### config.mk
export PLATFORM = sky130hd
export DESIGN_NAME = vga_fb_arbiter
export DESIGN_NICKNAME = d
export VERILOG_FILES = /design/src/rtl/vga_fb_arbiter.sv
export SDC_FILE = /design/constraint.sdc
export NUM_CORES = 1
export LEC_CHECK = 0
export CAP_MARGIN = 20
export CORE_UTILIZATION = 55
export DETAILED_ROUTE_END_ITERATION = 10
export DONT_BUFFER_PORTS = 1
export GPL_ROUTABILITY_DRIVEN = 0
export GPL_TIMING_DRIVEN = 0
export PLACE_DENSITY_LB_ADDON = 0.12
export SLEW_MARGIN = 20
export SYNTH_ARGS = -nofsm -noshare
export SYNTH_HDL_FRONTEND = slang
export SYNTH_SLANG_ARGS = --single-unit
### constraint.sdc
create_clock -name clk -period 5.35 [get_ports clk]
set_input_delay 0.2675 -clock clk [delete_from_list [all_inputs] [get_ports clk]]
set_output_delay 0.2675 -clock clk [all_outputs]
set_load 0.005 [all_outputs]
### src/rtl/vga_fb_arbiter.sv
// Framebuffer port arbiter: VGA scan-out reads always win, pixel-writer writes fill the free cycles.
// Optional macro FB_BLANK_WRITE_EN restricts writer accepts to vertical blanking (tear-free updates).
module vga_fb_arbiter #(
    parameter int H_VISIBLE = 640,
    parameter int V_VISIBLE = 480,
    parameter int ADDR_W    = 19,
    parameter int DATA_W    = 6
) (
    input  logic              clk,
    input  logic              rst,
    input  logic              pix_ce,
    input  logic [9:0]        cnt_h,
    input  logic [9:0]        cnt_v,
    input  logic              wr_valid,
    output logic              wr_ready,
    input  logic [ADDR_W-1:0] wr_addr,
    input  logic [DATA_W-1:0] wr_data,
    output logic [ADDR_W-1:0] mem_addr,
    output logic              mem_we,
    output logic [DATA_W-1:0] mem_wdata,
    input  logic [DATA_W-1:0] mem_rdata,
    output logic [DATA_W-1:0] pix_rgb,
    output logic              pix_valid,
    output logic              err_oob
);

    // state      | meaning
    // WAIT_FRAME | waiting for the first (0,0) pixel strobe; no display fetches
    // ACTIVE     | display fetches on every visible pixel strobe
    typedef enum logic {
        ST_WAIT_FRAME = 1'b0,
        ST_ACTIVE     = 1'b1
    } state_t;

    localparam logic [9:0]        H_LIM   = 10'(H_VISIBLE);
    localparam logic [9:0]        V_LIM   = 10'(V_VISIBLE);
    localparam logic [ADDR_W:0]   FB_SIZE = (ADDR_W+1)'(H_VISIBLE * V_VISIBLE);

    state_t              state_q, state_d;
    logic [ADDR_W-1:0]   mem_addr_q, mem_addr_d;
    logic                mem_we_q, mem_we_d;
    logic [DATA_W-1:0]   mem_wdata_q, mem_wdata_d;
    logic                rd1_v_q, rd1_v_d;
    logic                rd1_tag_q, rd1_tag_d;
    logic                rd2_v_q, rd2_v_d;
    logic                rd2_tag_q, rd2_tag_d;
    logic [DATA_W-1:0]   pix_rgb_q, pix_rgb_d;
    logic                pix_valid_q, pix_valid_d;
    logic                err_oob_q, err_oob_d;

    logic                visible;
    logic                disp_req;
    logic                wr_xfer;
    logic                wr_in_range;
    logic [ADDR_W-1:0]   fetch_addr;

    assign visible     = (cnt_h < H_LIM) && (cnt_v < V_LIM);
    assign disp_req    = (state_q == ST_ACTIVE) && pix_ce && visible;
    assign fetch_addr  = ADDR_W'(int'(cnt_v) * H_VISIBLE + int'(cnt_h));
    assign wr_in_range = {1'b0, wr_addr} < FB_SIZE;
    assign wr_xfer     = wr_valid && wr_ready;

`ifdef FB_BLANK_WRITE_EN
    logic blank_q, blank_d;

    // Writes are gated to vertical blanking so scan-out never shows a half-updated frame.
    assign wr_ready = !disp_req && blank_q;

    always_comb begin
        blank_d = blank_q;
        if (pix_ce) begin
            blank_d = (cnt_v >= V_LIM);
        end
    end

    always_ff @(posedge clk or posedge rst) begin
        if (rst) begin
            blank_q <= 1'b1;
        end else begin
            blank_q <= blank_d;
        end
    end
`else
    assign wr_ready = !disp_req;
`endif

    always_comb begin
        state_d     = state_q;
        mem_addr_d  = mem_addr_q;
        mem_we_d    = 1'b0;
        mem_wdata_d = mem_wdata_q;
        err_oob_d   = err_oob_q;
        rd1_v_d     = (state_q == ST_ACTIVE) && pix_ce;
        rd1_tag_d   = visible;
        rd2_v_d     = rd1_v_q;
        rd2_tag_d   = rd1_tag_q;
        pix_rgb_d   = pix_rgb_q;
        pix_valid_d = pix_valid_q;

        if (state_q == ST_WAIT_FRAME && pix_ce && cnt_h == 10'd0 && cnt_v == 10'd0) begin
            state_d = ST_ACTIVE;
        end

        if (disp_req) begin
            mem_addr_d = fetch_addr;
        end else if (wr_xfer) begin
            if (wr_in_range) begin
                mem_addr_d  = wr_addr;
                mem_wdata_d = wr_data;
                mem_we_d    = 1'b1;
            end else begin
                err_oob_d = 1'b1;
            end
        end

        // RAM data for the tagged fetch is present on mem_rdata during this cycle.
        if (rd2_v_q) begin
            pix_rgb_d   = rd2_tag_q ? mem_rdata : '0;
            pix_valid_d = rd2_tag_q;
        end
    end

    always_ff @(posedge clk or posedge rst) begin
        if (rst) begin
            state_q     <= ST_WAIT_FRAME;
            mem_addr_q  <= '0;
            mem_we_q    <= 1'b0;
            mem_wdata_q <= '0;
            rd1_v_q     <= 1'b0;
            rd1_tag_q   <= 1'b0;
            rd2_v_q     <= 1'b0;
            rd2_tag_q   <= 1'b0;
            pix_rgb_q   <= '0;
            pix_valid_q <= 1'b0;
            err_oob_q   <= 1'b0;
        end else begin
            state_q     <= state_d;
            mem_addr_q  <= mem_addr_d;
            mem_we_q    <= mem_we_d;
            mem_wdata_q <= mem_wdata_d;
            rd1_v_q     <= rd1_v_d;
            rd1_tag_q   <= rd1_tag_d;
            rd2_v_q     <= rd2_v_d;
            rd2_tag_q   <= rd2_tag_d;
            pix_rgb_q   <= pix_rgb_d;
            pix_valid_q <= pix_valid_d;
            err_oob_q   <= err_oob_d;
        end
    end

    assign mem_addr  = mem_addr_q;
    assign mem_we    = mem_we_q;
    assign mem_wdata = mem_wdata_q;
    assign pix_rgb   = pix_rgb_q;
    assign pix_valid = pix_valid_q;
    assign err_oob   = err_oob_q;

endmodule

==> run_results.csv <==
group,metric,value,unit
cells_and_area,final_common_cell,"dfrtp_1",
placement,hpwlAfterDp,4183,um
cells_and_area,antenna_cells,0,
synth,ys_async_sr_fraction,100.0,%
clock_network,cts_made_buffers,5,
critical_path,reg2reg_from,"state_q",
critical_path,r2r_end,"mem_wdata[2]",
synth,synth_top_area_share,40.63,%
synth,synth_area,2402,um^2
sta,setup_ws,2.944,ns
global_routing,antenna_found_initial,0,
min_path,min_path_type,"in2async",
synth,synth_cell_types,58,
clock_network,cts_tree,"yes",
synth,synth_area_per_cell,10.77,um^2
status,violations,"hold timing",
cells_and_area,drive_gt1_share,15.15,%
sta,hold_violations,10,
drt,wl_per_cell,18.08,um
global_routing,grt_usage,23.64,%
floorplan,coreArea,4086,um^2
clock_network,clkLatencyLatePin,0.28,ns
critical_path,rrSetupSlack,3.49,ns
power_and_ir_drop,ir_drop,0.0001860,V
sta,fmax,0.4157,GHz
floorplan,die_w,68.09,um
sta,final.setup.tns,0,ns
floorplan,rows,23,
floorplan,die_area,4636,um^2
clock_network,postCtsHoldBufs,0,
synth,synth_top_area_cell,"dfrtp_1",
synth,yosys_most_used_dff,"dfrtp_1",
sta,rsz0062_at_grt,"no",
cells_and_area,n_fill_cell,360,
flow_run,maxCapViolCount,0,
critical_path,worstSetupPathType,"in2reg",
cells_and_area,fin_nets,306,
clock_network,htreeDepth,2,
critical_path,reg2regPathDepth,8,
drt,routed_wirelength,5081,um
floorplan,initial_core_util,58.79,%
critical_path,worstPathArrival,2.60,ns
placement,dpl_worst_slack,2.646,ns
critical_path,critPathRequiredTime,5.54,ns
synth,ys_seq_area_share,40.63,%
drt,vias_per_cell,6.331,
sta,slew_headroom,48.79,%
clock_network,cts_root_buf,"clkbuf_8",
critical_path,critPathLaunchType,"input pin",
cells_and_area,syn2layout_area_growth,7.500,%
clock_network,clockBufferDepth,2,
synth,synth_enable_flop_cells,0,
power_and_ir_drop,powerDensity,296.9,nW/um^2
status,status,"complete, but fails checks",
placement,port_buffers,0,
power_and_ir_drop,p_leak,1.176,nW
drt,firstDrtPassIters,4,
drt,drtIter0Drc,77,
clock_network,clk_pin_slew_worst_paths,0.08,ns
drt,antenna_left,0,
drt,route.detailed.drc,0,
critical_path,crit_fanout,4,
synth,synth_area_leaders,"dfrtp_1 41%, ha_1 9.9%, o21ai_0 4.0%",
sta,fin_hold_ws,-0.005668,ns
global_routing,grt_max_degree,40,
floorplan,fp.dieH,68.09,um
synth,synth.net_count,299,
synth,ys_seq_elements,39,
sta,period_needed,2.406,ns
drt,num_vias,1779,
clock_network,clkSinkCount,39,
critical_path,end_kind,"register",
cells_and_area,mostFrequentLayoutCells,"39 x dfrtp_1, 19 x o21ai_0, 19 x ha_1",
sta,finalCritPeriodShare,44.97,%
synth,syn_inst,223,
clock_network,post_cts.repair.setup_buffers,0,
synth,yosysWarnings,0,
sta,setup_violations,0,
sta,skew,0.006450,ns
sta,drv_slew,0,
global_routing,grt_remaining_overflow,0,
global_routing,grt_pass1_wl,7983,um
sta,worst_pin_slew,0.7671,ns
clock_network,cts_resized,0,
global_routing,grt_pass1_vias,1796,
floorplan,io_pins,90,
Yosys cell counts, drive strengths merged (2+ instances only):
cell and n:
and3 2, dfrtp 39, nand3 10, a211oi 5
o21a 3, and2 2, nor2 9, ha 19
nor2b 3, a22oi 7, nor4b 2, a21oi 5
fa 2, o21ai 20, nor4 3, a21o 3
a222oi 7, nor3 6, o31ai 3, clkbuf 3
inv 18, xor2 7, xnor2 3, buf 6
nand2 9, or3b 2, nand4 2, mux2 7
metal layers:
| metal | vias to the layer above | GRT usage [%] | routed length [um] |
|---|---|---|---|
| met3 | 5 | 7.167 | 515 |
| met4 | 0 | 7.552 | 29 |
| met1 | 831 | 28.30 | 2159 |
| met2 | 100 | 40.20 | 2375 |
| li1 | 843 | - | - |
| met5 | - | 0 | 0 |
state kept, by name, summed over array words and instances, names as in the netlist:
register / count
err_oob: 1
mem_addr: 19
mem_wdata: 6
mem_we: 1
pix_rgb: 6
pix_valid: 1
rd1_tag_q: 1
rd1_v_q: 1
rd2_tag_q: 1
rd2_v_q: 1
state_q: 1
per-stage QoR:
stage | cell area [um^2] | std cells | total power [mW] | utilization, % | hold WS [ns]
2_1_floorplan | 2402 | 223 | 0.4901 | - | 0.3312
3_3_place_gp | 2465 | 273 | 0.5179 | 60.32 | 0.3435
3_5_place_dp | 2465 | 273 | 0.5257 | 60.32 | 0.3347
4_1_cts | 2582 | 281 | 0.7747 | 63.20 | 0.01985
5_1_grt | 2582 | 281 | 0.8147 | 63.20 | 0.06216
6_report | 2582 | 281 | 0.7668 | 63.20 | -0.005668
worst max-delay path, stage by stage:
cell      delay [ns]
ha_1            0.28
ha_1            0.25
fa_1            0.45
a211oi_2        0.32
o21ai_1         0.19
a211oi_4        0.32
nand4_1         0.15
o21a_1          0.21
o31ai_2         0.16
logic make-up (layout without fill, tap and decap cells):
| logic type | count (synthesis) | in the layout | synth area share [%] |
|---|---|---|---|
| buf+inv | 27 | 35 | 6.353 |
| fa+ha+maj | 21 | 21 | 11.56 |
| flops | 39 | 39 | 40.63 |
| simple gates | 55 | 55 | 13.18 |
| compound gates | 63 | 63 | 20.62 |
| mux | 8 | 8 | 3.698 |
| xor+xnor | 10 | 10 | 3.959 |
how the worst max path moves through the flow:
stage | start | to | cells after the start
3_3_place_gp | cnt_v[1] | mem_addr[17] | 9
5_1_grt | cnt_v[1] | mem_addr[18] | 9
3_5_place_dp | cnt_v[1] | mem_addr[17] | 9
6_report | cnt_v[1] | mem_addr[18] | 9
4_1_cts | cnt_v[1] | mem_addr[17] | 9
2_1_floorplan | cnt_v[1] | mem_addr[18] | 9
where the power goes:
part | switching [mW] | leakage, nW | internal (mW)
clock | 0.0969 | 0.0612 | 0.151
sequential | 0.0218 | 0.460 | 0.323
combinational | 0.0948 | 0.655 | 0.0797
total | 0.213 | 1.18 | 0.553
cell type report:
type / instances / area, um^2 / area share, %
plain buffers: 9 / 85.08 / 3.295
well taps: 50 / 62.56 / 2.422
flip-flops and latches: 39 / 975.9 / 37.79
inverters: 18 / 67.56 / 2.616
clock buffers: 6 / 82.58 / 3.198
clock inverters: 2 / 35.03 / 1.357
multi-input cells: 157 / 1274 / 49.32
(Power assumes the default switching activity.)
